--- src/rtl/ow_slave_resp_if.sv ---
// 1-Wire responder bus bundle: raw DQ level in, open-drain pull enable out, ROM ID and status.
// slave modport is the responder; master modport is the bus/host side.
interface ow_slave_resp_if;
  logic        DQ_IN;
  logic        DQ_PULLDN;
  logic [63:0] ROMID;
  logic        RESET_SEEN;
  logic        MATCHED;
  logic        CMD_VALID;
  logic [7:0]  CMD;

  modport slave (
    input  DQ_IN, ROMID,
    output DQ_PULLDN, RESET_SEEN, MATCHED, CMD_VALID, CMD
  );

  modport master (
    output DQ_IN, ROMID,
    input  DQ_PULLDN, RESET_SEEN, MATCHED, CMD_VALID, CMD
  );
endinterface

--- src/rtl/ow_slave_resp.sv ---
// 1-Wire slave: presence pulse, Read/Match/Skip ROM vs ROMID, function bytes on CMD/CMD_VALID.
// DQ edges act 3 CLK after the pin; bus-timed, no backpressure. OW_SEARCH_EN adds Search ROM (0xF0).
module ow_slave_resp #(
  parameter int TICKS_PER_US = 4,
  parameter int RST_MIN_US   = 480,
  parameter int PD_WAIT_US   = 30,
  parameter int PD_LEN_US    = 120,
  parameter int SAMPLE_US    = 30
) (
  input  logic           CLK,
  input  logic           MR,
  ow_slave_resp_if.slave bus
);

  localparam logic [2:0] S_IDLE     = 3'd0;
  localparam logic [2:0] S_PD_DELAY = 3'd1;
  localparam logic [2:0] S_PD_DRIVE = 3'd2;
  localparam logic [2:0] S_ROM_CMD  = 3'd3;
  localparam logic [2:0] S_TX_ROM   = 3'd4;
  localparam logic [2:0] S_RX_MATCH = 3'd5;
  localparam logic [2:0] S_FUNC     = 3'd6;
`ifdef OW_SEARCH_EN
  localparam logic [2:0] S_SEARCH   = 3'd7;
`endif

  localparam logic [15:0] RST_T      = 16'(RST_MIN_US * TICKS_PER_US);
  localparam logic [15:0] PD_WAIT_END = 16'(PD_WAIT_US * TICKS_PER_US - 1);
  localparam logic [15:0] PD_LEN_END  = 16'(PD_LEN_US * TICKS_PER_US - 1);
  localparam logic [15:0] SAMPLE_END  = 16'(SAMPLE_US * TICKS_PER_US - 1);

  logic        dq_m, dq_s, dq_d;
  logic [15:0] low_cnt, tmr;
  logic [2:0]  state, bit_cnt;
  logic [5:0]  rom_cnt;
  logic [7:0]  sr, cmd;
  logic        slot_busy, miss, pull, reset_seen, matched, cmd_vld;
`ifdef OW_SEARCH_EN
  logic [1:0]  phase;
`endif

  logic        fall, rise, reset_det, rom_bit, tx_slot, tx_bit, slot_start, miss_n;
  logic [7:0]  byte_in;

  always_comb begin
    fall       = dq_d & ~dq_s;
    rise       = ~dq_d & dq_s;
    reset_det  = rise && (low_cnt >= RST_T);
    rom_bit    = bus.ROMID[rom_cnt];
    tx_slot    = (state == S_TX_ROM);
    tx_bit     = rom_bit;
`ifdef OW_SEARCH_EN
    // Search triplet: true bit, complement bit, then the master's choice.
    if (state == S_SEARCH && phase != 2'd2) begin
      tx_slot = 1'b1;
      tx_bit  = (phase == 2'd0) ? rom_bit : ~rom_bit;
    end
`endif
    slot_start = (state >= S_ROM_CMD) && fall && !slot_busy;
    byte_in    = {dq_s, sr[7:1]};
    miss_n     = miss | (dq_s != rom_bit);
  end

  always_ff @(posedge CLK) begin
    if (MR) begin
      dq_m       <= 1'b1;
      dq_s       <= 1'b1;
      dq_d       <= 1'b1;
      low_cnt    <= '0;
      tmr        <= '0;
      state      <= S_IDLE;
      bit_cnt    <= '0;
      rom_cnt    <= '0;
      sr         <= '0;
      cmd        <= '0;
      slot_busy  <= 1'b0;
      miss       <= 1'b0;
      pull       <= 1'b0;
      reset_seen <= 1'b0;
      matched    <= 1'b0;
      cmd_vld    <= 1'b0;
`ifdef OW_SEARCH_EN
      phase      <= '0;
`endif
    end else begin
      dq_m       <= bus.DQ_IN;
      dq_s       <= dq_m;
      dq_d       <= dq_s;
      low_cnt    <= dq_s ? 16'd0 : ((low_cnt < RST_T) ? low_cnt + 16'd1 : low_cnt);
      reset_seen <= 1'b0;
      cmd_vld    <= 1'b0;

      if (reset_det) begin
        reset_seen <= 1'b1;
        matched    <= 1'b0;
        pull       <= 1'b0;
        slot_busy  <= 1'b0;
        tmr        <= '0;
        bit_cnt    <= '0;
        rom_cnt    <= '0;
        miss       <= 1'b0;
        state      <= S_PD_DELAY;
`ifdef OW_SEARCH_EN
        phase      <= '0;
`endif
      end else begin
        case (state)
          S_IDLE: ;
          S_PD_DELAY: begin
            if (tmr == PD_WAIT_END) begin
              tmr   <= '0;
              pull  <= 1'b1;
              state <= S_PD_DRIVE;
            end else begin
              tmr <= tmr + 16'd1;
            end
          end
          S_PD_DRIVE: begin
            if (tmr == PD_LEN_END) begin
              tmr   <= '0;
              pull  <= 1'b0;
              state <= S_ROM_CMD;
            end else begin
              tmr <= tmr + 16'd1;
            end
          end
          default: begin
            if (slot_start) begin
              slot_busy <= 1'b1;
              tmr       <= '0;
              if (tx_slot && !tx_bit) pull <= 1'b1;
            end else if (slot_busy) begin
              if (tmr != SAMPLE_END) begin
                tmr <= tmr + 16'd1;
              end else begin
                // End of hold/sample window: dq_s is the received bit for write slots.
                slot_busy <= 1'b0;
                pull      <= 1'b0;
                tmr       <= '0;
                case (state)
                  S_ROM_CMD: begin
                    sr      <= byte_in;
                    bit_cnt <= bit_cnt + 3'd1;
                    if (bit_cnt == 3'd7) begin
                      rom_cnt <= '0;
                      miss    <= 1'b0;
                      case (byte_in)
                        8'h33:   state <= S_TX_ROM;
                        8'h55:   state <= S_RX_MATCH;
                        8'hCC: begin
                          matched <= 1'b1;
                          state   <= S_FUNC;
                        end
`ifdef OW_SEARCH_EN
                        8'hF0: begin
                          phase <= '0;
                          state <= S_SEARCH;
                        end
`endif
                        default: state <= S_IDLE;
                      endcase
                    end
                  end
                  S_TX_ROM: begin
                    rom_cnt <= rom_cnt + 6'd1;
                    if (rom_cnt == 6'd63) begin
                      matched <= 1'b1;
                      state   <= S_FUNC;
                    end
                  end
                  S_RX_MATCH: begin
                    miss    <= miss_n;
                    rom_cnt <= rom_cnt + 6'd1;
                    if (rom_cnt == 6'd63) begin
                      matched <= ~miss_n;
                      state   <= miss_n ? S_IDLE : S_FUNC;
                    end
                  end
                  S_FUNC: begin
                    sr      <= byte_in;
                    bit_cnt <= bit_cnt + 3'd1;
                    if (bit_cnt == 3'd7) begin
                      cmd     <= byte_in;
                      cmd_vld <= 1'b1;
                    end
                  end
`ifdef OW_SEARCH_EN
                  S_SEARCH: begin
                    if (phase != 2'd2) begin
                      phase <= phase + 2'd1;
                    end else begin
                      phase <= '0;
                      if (dq_s != rom_bit) begin
                        state <= S_IDLE;
                      end else begin
                        rom_cnt <= rom_cnt + 6'd1;
                        if (rom_cnt == 6'd63) begin
                          matched <= 1'b1;
                          state   <= S_FUNC;
                        end
                      end
                    end
                  end
`endif
                  default: ;
                endcase
              end
            end
          end
        endcase
      end
    end
  end

  assign bus.DQ_PULLDN  = pull;
  assign bus.RESET_SEEN = reset_seen;
  assign bus.MATCHED    = matched;
  assign bus.CMD_VALID  = cmd_vld;
  assign bus.CMD        = cmd;

endmodule
--- src/flat_wrapper.sv ---
// flat-port wrapper written by rule: the top's interface ports become plain ports
module ow_slave_resp_flat 
#(
  parameter int TICKS_PER_US = 4,
  parameter int RST_MIN_US   = 480,
  parameter int PD_WAIT_US   = 30,
  parameter int PD_LEN_US    = 120,
  parameter int SAMPLE_US    = 30
)
  (CLK, MR, bus_DQ_IN, bus_ROMID, bus_DQ_PULLDN, bus_RESET_SEEN, bus_MATCHED, bus_CMD_VALID, bus_CMD);
  ow_slave_resp_if bus_i ();
  input  logic CLK;
  input  logic MR;
  input wire logic [$bits(bus_i.DQ_IN)-1:0] bus_DQ_IN;
  input wire logic [$bits(bus_i.ROMID)-1:0] bus_ROMID;
  output wire logic [$bits(bus_i.DQ_PULLDN)-1:0] bus_DQ_PULLDN;
  output wire logic [$bits(bus_i.RESET_SEEN)-1:0] bus_RESET_SEEN;
  output wire logic [$bits(bus_i.MATCHED)-1:0] bus_MATCHED;
  output wire logic [$bits(bus_i.CMD_VALID)-1:0] bus_CMD_VALID;
  output wire logic [$bits(bus_i.CMD)-1:0] bus_CMD;
  assign bus_i.DQ_IN = bus_DQ_IN;
  assign bus_i.ROMID = bus_ROMID;
  assign bus_DQ_PULLDN = bus_i.DQ_PULLDN;
  assign bus_RESET_SEEN = bus_i.RESET_SEEN;
  assign bus_MATCHED = bus_i.MATCHED;
  assign bus_CMD_VALID = bus_i.CMD_VALID;
  assign bus_CMD = bus_i.CMD;
  ow_slave_resp #(.TICKS_PER_US(TICKS_PER_US), .RST_MIN_US(RST_MIN_US), .PD_WAIT_US(PD_WAIT_US), .PD_LEN_US(PD_LEN_US), .SAMPLE_US(SAMPLE_US)) u_core (.CLK(CLK), .MR(MR), .bus(bus_i));
endmodule
--- config.mk ---
export PLATFORM = sky130hd
export DESIGN_NAME = ow_slave_resp_flat
export DESIGN_NICKNAME = d
export VERILOG_FILES = /design/src/rtl/ow_slave_resp_if.sv /design/src/rtl/ow_slave_resp.sv /design/src/flat_wrapper.sv
export SDC_FILE = /design/constraint.sdc
export NUM_CORES = 1
export LEC_CHECK = 0
export ABC_CLOCK_PERIOD_IN_PS = 7400
export BUFFER_PORTS_ARGS = -buffer_cell sky130_fd_sc_hd__buf_4
export CORE_ASPECT_RATIO = 0.9
export CORE_UTILIZATION = 59
export DETAILED_ROUTE_END_ITERATION = 12
export PLACE_DENSITY = 0.93
export SETUP_SLACK_MARGIN = 0.4
export SLEW_MARGIN = 15
export SYNTH_ARGS = -nofsm -noshare
export SYNTH_HDL_FRONTEND = slang
export SYNTH_SLANG_ARGS = --single-unit
--- constraint.sdc ---
create_clock -name CLK -period 7.4 [get_ports CLK]
set_input_delay 0.37 -clock CLK [delete_from_list [all_inputs] [get_ports CLK]]
set_output_delay 0.37 -clock CLK [all_outputs]
set_load 0.02 [all_outputs]
# After elaboration in Yosys (flattened, before gate mapping)
# Index checks and enable logic that the tools add are counted.
[totals]
elab_cells = 147
rom_bits = 0
mem_bits_rw = 0
mem_count = 0
inputBits = 67
latchBits = 0
output_inout_bits = 12
ff_bits = 69
[op_classes]
div = 0
n_addsub = 4
n_lt_le_gt_ge = 4
n_mul = 0
n_mux = 42
n_reduce_logical = 31
bitwise = 13
n_eq_ne = 36
shifts = 0
[op_table]
columns = ["operator", "n"]
rows = [
  ["two-way mux 16 bit", 5],
  ["case mux 16 bit (3 select lines)", 1],
  ["adder 16 x 1 -> 16 bit (second input constant)", 2],
  ["two-way mux 3 bit", 9],
  ["case mux 3 bit (3 select lines)", 3],
  ["AND reduction 6 bit", 4],
  ["AND reduction 10 bit", 2],
  ["two-way mux 1 bit", 18],
  ["equality test 16 x 7 -> 1 bit (second input constant)", 1],
  ["equality test 16 x 9 -> 1 bit (second input constant)", 1],
  ["greater-or-equal comparator 16 x 11 -> 1 bit (second input constant)", 1],
  ["< comparator 16 x 11 -> 1 bit (second input constant)", 1],
  ["inequality test 16 x 7 -> 1 bit (second input constant)", 1],
  ["equality test 3 bit (second input constant)", 4],
  ["inequality test 2 x 1 -> 1 bit (second input constant)", 6],
  ["inequality test 4 x 3 -> 1 bit (second input constant)", 3],
  ["case mux 6 bit (2 select lines)", 1],
  ["inequality test 5 x 1 -> 1 bit (second input constant)", 2],
  ["inverter 1 bit", 10],
  ["AND reduction 9 bit", 1],
  ["OR reduction 9 bit", 1],
  ["equality test 8 x 6 -> 1 bit (second input constant)", 1],
  ["equality test 8 x 7 -> 1 bit (second input constant)", 1],
  ["equality test 8 bit (second input constant)", 1],
  ["other kinds (33)", 50],
]

# Depth between registers and ports, before layout
# Gate-level depths: netlist of run 1.
[depth]
depth_word = 12
ltp_mapped = 9
ltp_nobuf = 9

# Worst setup path before layout of run 1
# No wires, ideal clock.
[synth_path]
path_type = "flip-flop to flip-flop"
from = "reg u_core.rom_cnt[1]"
to = "reg u_core.state[2]"
stages_incl_launch_ff = 9
path_buffers = 2
slack_ns = 5.069
arrival_ns = 2.214
cell_sequence = "dfxtp_1 -> buf_2 -> buf_6 -> mux4_2 -> mux2_2 -> a311oi_1 -> a2111oi_0 -> or2_1 -> a32o_1"
[synth_between]
elab_chain_len = 11
elab_cells_between_ends = 15
[synth_lines]
columns = ["item", "line_no", "source"]
rows = [
  ["start: declaration", "ow_slave_resp.sv:34", "logic [5:0] rom_cnt;"],
  ["start signal: assignment", "ow_slave_resp.sv:164", "rom_cnt <= rom_cnt + 6'd1;"],
  ["start signal: assignment", "ow_slave_resp.sv:172", "rom_cnt <= rom_cnt + 6'd1;"],
  ["binary-select mux 1 bit (select 6 bit)", "ow_slave_resp.sv:48", "rom_bit = bus.ROMID[rom_cnt];"],
  ["two-way mux 1 bit (not written as such)", "ow_slave_resp.sv:48", ""],
  ["inequality test 1 bit", "ow_slave_resp.sv:60", "miss_n = miss | (dq_s != rom_bit);"],
  ["OR 1 bit", "ow_slave_resp.sv:60", ""],
  ["two-way mux 3 bit", "ow_slave_resp.sv:175", "state <= miss_n ? S_IDLE : S_FUNC;"],
  ["two-way mux 3 bit", "ow_slave_resp.sv:173", "if (rom_cnt == 6'd63) begin"],
  ["case mux 3 bit (3 select lines)", "ow_slave_resp.sv:139", "case (state)"],
  ["two-way mux 3 bit", "ow_slave_resp.sv:132", "if (tmr != SAMPLE_END) begin"],
  ["two-way mux 3 bit", "ow_slave_resp.sv:131", "end else if (slot_busy) begin"],
  ["two-way mux 3 bit", "ow_slave_resp.sv:127", "if (slot_start) begin"],
  ["case mux 3 bit (3 select lines)", "ow_slave_resp.sv:106", "case (state)"],
  ["end signal: assignment", "ow_slave_resp.sv:175", ""],
  ["end: declaration", "ow_slave_resp.sv:33", "logic [2:0] state, bit_cnt;"],
]
# Parallel ways exist; a longest one is shown, timed or not. The select of a mux whose other input is x is not followed.
# A chain may end at the register's enable or synchronous reset.

# Worst setup path after layout of run 1
[layout_path]
from = "reg u_core.rom_cnt[2]"
to = "reg u_core.state[2]"
# The elaborated chain is that of the path after synthesis.

==> results.sh, run 1 <==
export IMPL_status="finished clean"
export IMPL_core_rowCount=26
export IMPL_synth_cell_type_count=60
export IMPL_power_density_nw_per_um2=179
export IMPL_core_area_um2=5860
export IMPL_grt_use_total_pct=29.4
export IMPL_wl_um=9020
export IMPL_switching_share_pct=19.8
export IMPL_rsz0062_at_grt="false"
export IMPL_cts_root_buf="clkbuf_8"
export IMPL_cell_internal_pwr_uw=654
export IMPL_slew_violations=0
export IMPL_clkPwrFrac_pct=49.4
export IMPL_cpMostUsedCell="mux2i_1"
export IMPL_die_area_um2=6570
export IMPL_critPathRequiredTime_ns=7.64
export IMPL_cts_max_level=3
export IMPL_syn_cell_area_um2=3690
export IMPL_setup_viol=0
export IMPL_vias_per_cell=6.09
export IMPL_grt_max_degree=24
export IMPL_timing_final_crit_share_pct=40.6
export IMPL_initial_utilization_pct=63.0
export IMPL_io_buffers=78
export IMPL_yosys_top_cells_count="nor2_1 (73), dfxtp_1 (68), nand2_1 (26), mux2i_1 (25), xnor2_1 (17)"
export IMPL_period_needed_ns=3.01
export IMPL_clkTransAtPathRegs_ns=0.08
export IMPL_combPwrFrac_pct=5.5
export IMPL_fmaxAchievable_ghz=0.333
export IMPL_fin_skew_ns=0.0101
export IMPL_end_kind="register"
export IMPL_crit_path_start_kind="register"
export IMPL_syn_area_per_cell_um2=9.33
export IMPL_synth_seq_area_share_pct=36.9
export IMPL_antenna_found_initial=0
export IMPL_hold_path_class="input pin to register"
export IMPL_critical_path_cell_count=7
export IMPL_diodes=0
export IMPL_critPathBufInv=0
export IMPL_reg2reg_depth=7
export IMPL_gp_congestion=0.922
export IMPL_clk_latency_ns=0.34
export IMPL_worstSetupPathType="register to register"
export IMPL_synth_area_leaders="dfxtp_1 (37%), mux4_2 (9.2%), nor2_1 (7.4%)"
export IMPL_pwr_share_seq_pct=45.1
export IMPL_leakage_nw=1.72
export IMPL_tightest_slew_ns=0.939
export IMPL_grt_pass1_wl_um=15000
export IMPL_yosysTopAreaCell="dfxtp_1"
export IMPL_p_total_uw=814
export IMPL_crit_slowest_cell="dfxtp_1"
export IMPL_drtAntennaViolNets=0
export IMPL_fp_dieH_um=77.0
export IMPL_setup_tns_ns=0
export IMPL_place_detailed_hpwl_um=6420
export IMPL_ir_worst_vdd_mv=0.234
export IMPL_crit_arrival_ns=3.25
export IMPL_ys_ff_latch=68
export IMPL_max_cap_violations=0
export IMPL_cts_sinks=68
export IMPL_maxSlewHeadroom_pct=37.3
export IMPL_die_x_um=85.3
export IMPL_numCtsBuffers=9
export IMPL_p_switching_uw=161
export IMPL_syn_nets=468
export IMPL_drive_above_1_share_pct=25.8
export IMPL_cpLargestDelayFamily="flip-flops"
export IMPL_syn_to_final_growth_pct=23.1
export IMPL_min_delay_start="bus_DQ_IN"
export IMPL_crit_chain="mux4_2 > mux2i_1 > mux2i_1 > a211oi_1 > a2111oi_0 > or2_1 > a32o_1"
export IMPL_async_flop_share_pct=0
export IMPL_dp_slack_ns=4.44
export IMPL_drc=0
export IMPL_crit_path_max_fanout=20
export IMPL_cts_hold_buf=0
export IMPL_synth_edf_count=0
export IMPL_hold_viol_final=0
export IMPL_fin_nets=542
export IMPL_cts_tree="yes"
export IMPL_cpPeakStageDelay_ns=0.94
export IMPL_grt_overflow=0
export IMPL_ctsLongestPathBuffers=2
export IMPL_crit_path_start="u_core.rom_cnt[2]$_SDFFE_PP0P_"
export IMPL_via_count=3308
export IMPL_cts_resized=0
export IMPL_r2r_start="u_core.rom_cnt[2]$_SDFFE_PP0P_"
export IMPL_routedWlPerCell_um=16.6
export IMPL_io_pins=79
export IMPL_drt_iter0_markers=280
export IMPL_synth_top_area_share_pct=36.9
export IMPL_ys_flop_type="dfxtp_1"
export IMPL_postLayoutSetupSlackWorst_ns=4.39
export IMPL_synthMostInstantiatedCell="nor2_1"
export IMPL_ys_warn_count=0
export IMPL_grt_pass1_vias=3233
export IMPL_dr_pass1_iters=6
export IMPL_post_cts_buffers=0
export IMPL_whs_path_depth=2
export IMPL_synthCells=395
[placed cells by master, fill, tap and decap left out, types with 5 or more instances in the layout]
cell	count
and3_1	6
clkbuf_8	9
buf_4	78
dfxtp_1	68
inv_1	12
nor2b_1	6
nand3_1	14
mux2i_1	25
and2_1	7
nand4_1	6
xor2_1	12
nor3_1	7
nand2_1	26
xnor2_1	17
nor2_1	73
mux4_2	15
o21ai_0	5
a21oi_1	12
ha_1	6
[logic make-up (layout without fill, tap and decap cells)]
family,after synthesis,count (layout),synth area share (%)
mux,44,44,17.2
xor+xnor,29,29,6.89
buf+inv,27,105,3.39
fa+ha+maj,7,7,2.31
simple gates,174,174,24.2
compound gates,46,46,9.13
flops,68,68,36.9
[routing by layer]
metal | up-vias | track usage, % | part of all wire (%) | wire length (µm)
li1 | 1549 | - | - | -
met1 | 1568 | 35.1 | 40 | 3580
met2 | 152 | 50.4 | 50 | 4510
met3 | 39 | 5.81 | 6.7 | 606
met4 | 0 | 14.8 | 3.5 | 314
met5 | - | 0 | 0 | 0
[power by group through the flow]
stage               clock [mW]  combinational (mW)  sequential, mW
floorplan                    0              0.0148           0.375
global placement             0              0.0424           0.376
detailed placement           0              0.0439           0.376
CTS                      0.406              0.0443           0.367
global route             0.425              0.0476           0.367
finish                   0.403              0.0446           0.367
[stage by stage]
step / std cells / hold WS, ns / utilization [%] / area, µm²
floorplan: 395 / 0.389 / - / 3690
global placement: 528 / 0.392 / 73.1 / 4280
global route: 543 / 0.208 / 77.5 / 4540
finish: 543 / 0.212 / 77.5 / 4540
detailed placement: 528 / 0.418 / 73.1 / 4280
CTS: 543 / 0.201 / 77.5 / 4540
[state kept, by name (all words and copies together) (netlist names), 3 cells and up]
signal	cells
u_core.bit_cnt	3
u_core.bus.CMD	8
u_core.sr	7
u_core.state	3
u_core.rom_cnt	6
u_core.low_cnt	16
u_core.tmr	16
[final timing paths]
check	endpoint	slack, ns
worst max-delay path	u_core.state[2]$_SDFFE_PP0P_	4.39
worst min register to register	u_core.dq_s$_SDFF_PP1_	0.43
worst min-delay path	u_core.dq_m$_SDFF_PP1_	0.21
worst max register to register	u_core.state[2]$_SDFFE_PP0P_	4.39
[worst reg2reg max path: stages, from the launching register on]
cell       delay (ns)
dfxtp_1          0.94
mux4_2           0.61
mux2i_1          0.17
mux2i_1          0.11
a211oi_1         0.41
a2111oi_0        0.15
or2_1            0.30
a32o_1           0.21
[layout make-up]
| cell class | count | area (µm²) |
|---|---|---|
| clock buffer | 9 | 124 |
| clock inverter | 6 | 136 |
| fill | 369 | 1320 |
| inverter | 12 | 45.0 |
| multi-input combinational | 300 | 2200 |
| sequential | 68 | 1360 |
| tap | 70 | 87.6 |
| timing repair buffer | 78 | 586 |
Note: power is estimated with default switching activity, not from simulation.
==> run 2: changes to the inputs <==
--- a/config.mk
+++ b/config.mk
@@ -5,12 +5,13 @@
 export SDC_FILE = /design/constraint.sdc
 export NUM_CORES = 1
 export LEC_CHECK = 0
-export ABC_CLOCK_PERIOD_IN_PS = 7400
+export ABC_AREA = 1
+export ABC_CLOCK_PERIOD_IN_PS = 2400
 export BUFFER_PORTS_ARGS = -buffer_cell sky130_fd_sc_hd__buf_4
 export CORE_ASPECT_RATIO = 0.9
-export CORE_UTILIZATION = 59
+export CORE_UTILIZATION = 50
 export DETAILED_ROUTE_END_ITERATION = 12
-export PLACE_DENSITY = 0.93
+export PLACE_DENSITY = 0.84
 export SETUP_SLACK_MARGIN = 0.4
 export SLEW_MARGIN = 15
 export SYNTH_ARGS = -nofsm -noshare
==> constraint.sdc (replaced) <==
create_clock -name CLK -period 2.4 [get_ports CLK]
set_input_delay 0.12 -clock CLK [delete_from_list [all_inputs] [get_ports CLK]]
set_output_delay 0.12 -clock CLK [all_outputs]
set_load 0.02 [all_outputs]
==> run 2 against run 1 <==
Total power grew to 2.7 times the previous value. Design area is 20% higher. Critical path type unchanged. Clock power up 130%. Largest cell class unchanged. Die area increased by 28%.
==> results.sh, run 2 <==
export IMPL_clk_latency_ns=0.34
export IMPL_drtAntennaViolNets=0
export IMPL_drc=0
export IMPL_syn_cell_area_um2=4020
export IMPL_synth_cell_type_count=46
export IMPL_critPathBufInv=2
export IMPL_cts_root_buf="clkbuf_8"
export IMPL_setup_viol=0
export IMPL_hold_path_class="register to register"
export IMPL_cts_max_level=3
export IMPL_cpLargestDelayFamily="simple AND/OR/NAND/NOR gates"
export IMPL_cts_sinks=68
export IMPL_top_layer_used="met4"
export IMPL_drive_above_1_share_pct=30.8
export IMPL_syn_to_final_growth_pct=35.7
export IMPL_critPathRequiredTime_ns=2.63
export IMPL_ys_ff_latch=68
export IMPL_fin_skew_ns=0.00645
export IMPL_fmaxAchievable_ghz=0.479
export IMPL_via_count=4469
export IMPL_io_buffers=78
export IMPL_crit_path_max_fanout=7
export IMPL_ys_warn_count=0
export IMPL_end_kind="register"
export IMPL_ctsLongestPathBuffers=2
export IMPL_period_needed_ns=2.09
export IMPL_diodes=0
export IMPL_grt_pass1_vias=4043
export IMPL_fp_dieH_um=87.0
export IMPL_crit_arrival_ns=2.32
export IMPL_grt_overflow=0
export IMPL_gp_congestion=0.996
export IMPL_grt_max_degree=33
export IMPL_ir_worst_vdd_mv=0.462
export IMPL_maxSlewHeadroom_pct=57.5
export IMPL_timing_final_crit_share_pct=86.9
export IMPL_dr_pass1_iters=5
export IMPL_cts_tree="yes"
export IMPL_place_inst=764
export IMPL_m1WireLength_um=5070
export IMPL_max_cap_violations=0
export IMPL_placed_area_um2=4700
export IMPL_yosys_top_cells_count="nand2_1 (138), nand3_1 (75), dfxtp_1 (68), inv_1 (65), nor2_1 (53)"
export IMPL_die_x_um=96.5
export IMPL_core_area_um2=7660
export IMPL_synthMostInstantiatedCell="nand2_1"
export IMPL_tightest_slew_ns=0.637
export IMPL_hold_viol_final=0
export IMPL_place_detailed_hpwl_um=7770
export IMPL_wl_met2_um=5590
export IMPL_synth_area_leaders="dfxtp_1 (34%), nand2_1 (13%), nand3_1 (9.3%)"
export IMPL_numCtsBuffers=9
export IMPL_syn_nets=672
export IMPL_synth_edf_count=0
export IMPL_grt_use_total_pct=27.5
export IMPL_syn_area_per_cell_um2=6.70
export IMPL_setup_tns_ns=0
export IMPL_crit_slowest_cell="dfxtp_2"
export IMPL_clkTransAtPathRegs_ns=0.07
export IMPL_status="finished clean"
export IMPL_ys_flop_type="dfxtp_1"
export IMPL_synthCells=599
export IMPL_grt_pass1_wl_um=18200
export IMPL_core_rowCount=30
export IMPL_power_density_nw_per_um2=407
export IMPL_final_cell_mix="nand2_1 (134), buf_4 (111), nand3_1 (74)"
export IMPL_io_pins=79
export IMPL_die_area_um2=8390
export IMPL_async_flop_share_pct=0
export IMPL_layout_commonest_cell="nand2_1"
export IMPL_cpPeakStageDelay_ns=0.36
export IMPL_worstSetupPathType="register to register"
export IMPL_nFillCells=565
export IMPL_fin_cells=814
export IMPL_finalInstanceArea_um2=5450
export IMPL_crit_chain="ha_4 > nand4_1 > nor4_2 > nand2_2 > nor3_4 > nand2_2 > nor2_4 > clkbuf_16 > buf_4 > a21oi_2"
export IMPL_slew_violations=0
export IMPL_leakage_nw=2.27
export IMPL_rsz0062_at_grt="true"
export IMPL_vias_per_cell=5.49
export IMPL_cpMostUsedCell="nand2_2"
export IMPL_routedWlPerCell_um=14.4
export IMPL_yosysTopAreaCell="dfxtp_1"
export IMPL_wl_um=11700
export IMPL_synth_top_area_share_pct=33.9
export IMPL_wl_met3_um=825
export IMPL_drt_iter0_markers=291
export IMPL_fin_nets=787
export IMPL_initial_utilization_pct=52.4
export IMPL_crit_path_start_kind="register"
export IMPL_antenna_found_initial=0
export IMPL_synth_seq_area_share_pct=33.9
[run 2: changes by cell type after synthesis, moves of 24 or more]
cell	previous run	this run
a21oi_1	12	39
mux2i_1	25	0
nand2_1	26	138
o21ai_0	5	29
inv_1	12	65
nand3_1	14	75
[run 2: final cells by class]
class,count,area [µm²],share of cell area [%]
clock inverters,4,50.0,0.919
inverters,74,304,5.58
flip-flops and latches,68,1370,25.2
clock buffers,11,141,2.60
repair inverters,1,7.51,0.138
multi-input cells,440,2480,45.6
well taps,96,120,2.20
repair buffers,120,967,17.8
[run 2: worst paths after layout]
| path | from | to | slack, ns | depth (start not counted) |
|---|---|---|---|---|
| max reg2reg | u_core.tmr[1]$_SDFFE_PP0P_ | u_core.bus.CMD[1]$_SDFFE_PP0P_ | 0.31 | 10 |
| min | u_core.low_cnt[15]$_SDFFE_PP0P_ | u_core.low_cnt[15]$_SDFFE_PP0P_ | 0.44 | 2 |
| min reg2reg | u_core.low_cnt[15]$_SDFFE_PP0P_ | u_core.low_cnt[15]$_SDFFE_PP0P_ | 0.44 | 2 |
| max | u_core.tmr[1]$_SDFFE_PP0P_ | u_core.bus.CMD[1]$_SDFFE_PP0P_ | 0.31 | 10 |
[run 2: routing by layer]
layer	track usage [%]	vias up
met5	0	-
met4	10.3	0
met3	4.80	30
met2	45.9	193
met1	35.4	2021
li1	-	2225
[run 2: kinds of logic after synthesis]
| kind of cell | Yosys count | share of synthesized area, % |
|---|---|---|
| AOI/OAI and AO/OA | 90 | 13.0 |
| xor gates and xnor gates | 10 | 2.18 |
| adders and majority gates | 6 | 1.87 |
| buffers and inverters | 91 | 9.32 |
| DFF | 68 | 33.9 |
| and+or+nand+nor | 334 | 39.8 |
[run 2: through the flow]
stage / hold WS, ns / worst slack (ns) / total power, mW / util, %
CTS: 0.409 / 0.371 / 2.22 / 67.2
global route: 0.454 / 0.235 / 2.30 / 71.1
global placement: 0.305 / 0.207 / 1.30 / 61.4
finish: 0.439 / 0.314 / 2.22 / 71.1
floorplan: 0.192 / 0.614 / 1.21 / -
detailed placement: 0.311 / 0.233 / 1.30 / 61.4
[run 2: tightest hold or removal path: stages, from the launching register on]
cell,delay [ns]
dfxtp_1,0.32
inv_1,0.05
nor2_1,0.03
[run 2: where the power goes]
| group | internal (mW) | switching, mW | leakage (nW) |
|---|---|---|---|
| registers | 1.13 | 0.00303 | 0.553 |
| clock network | 0.501 | 0.435 | 0.0914 |
| logic | 0.0918 | 0.0582 | 1.63 |
| total | 1.72 | 0.496 | 2.27 |
[run 2: timing repair]
action                     in CTS  in global routing
resized for setup              21                 65
hold buffers                    2                  0
pin swaps                      11                 14
hold endpoints to repair        2                  0
setup buffers                  18                 13
cloned                          1                  1
setup endpoints to repair      32                 49
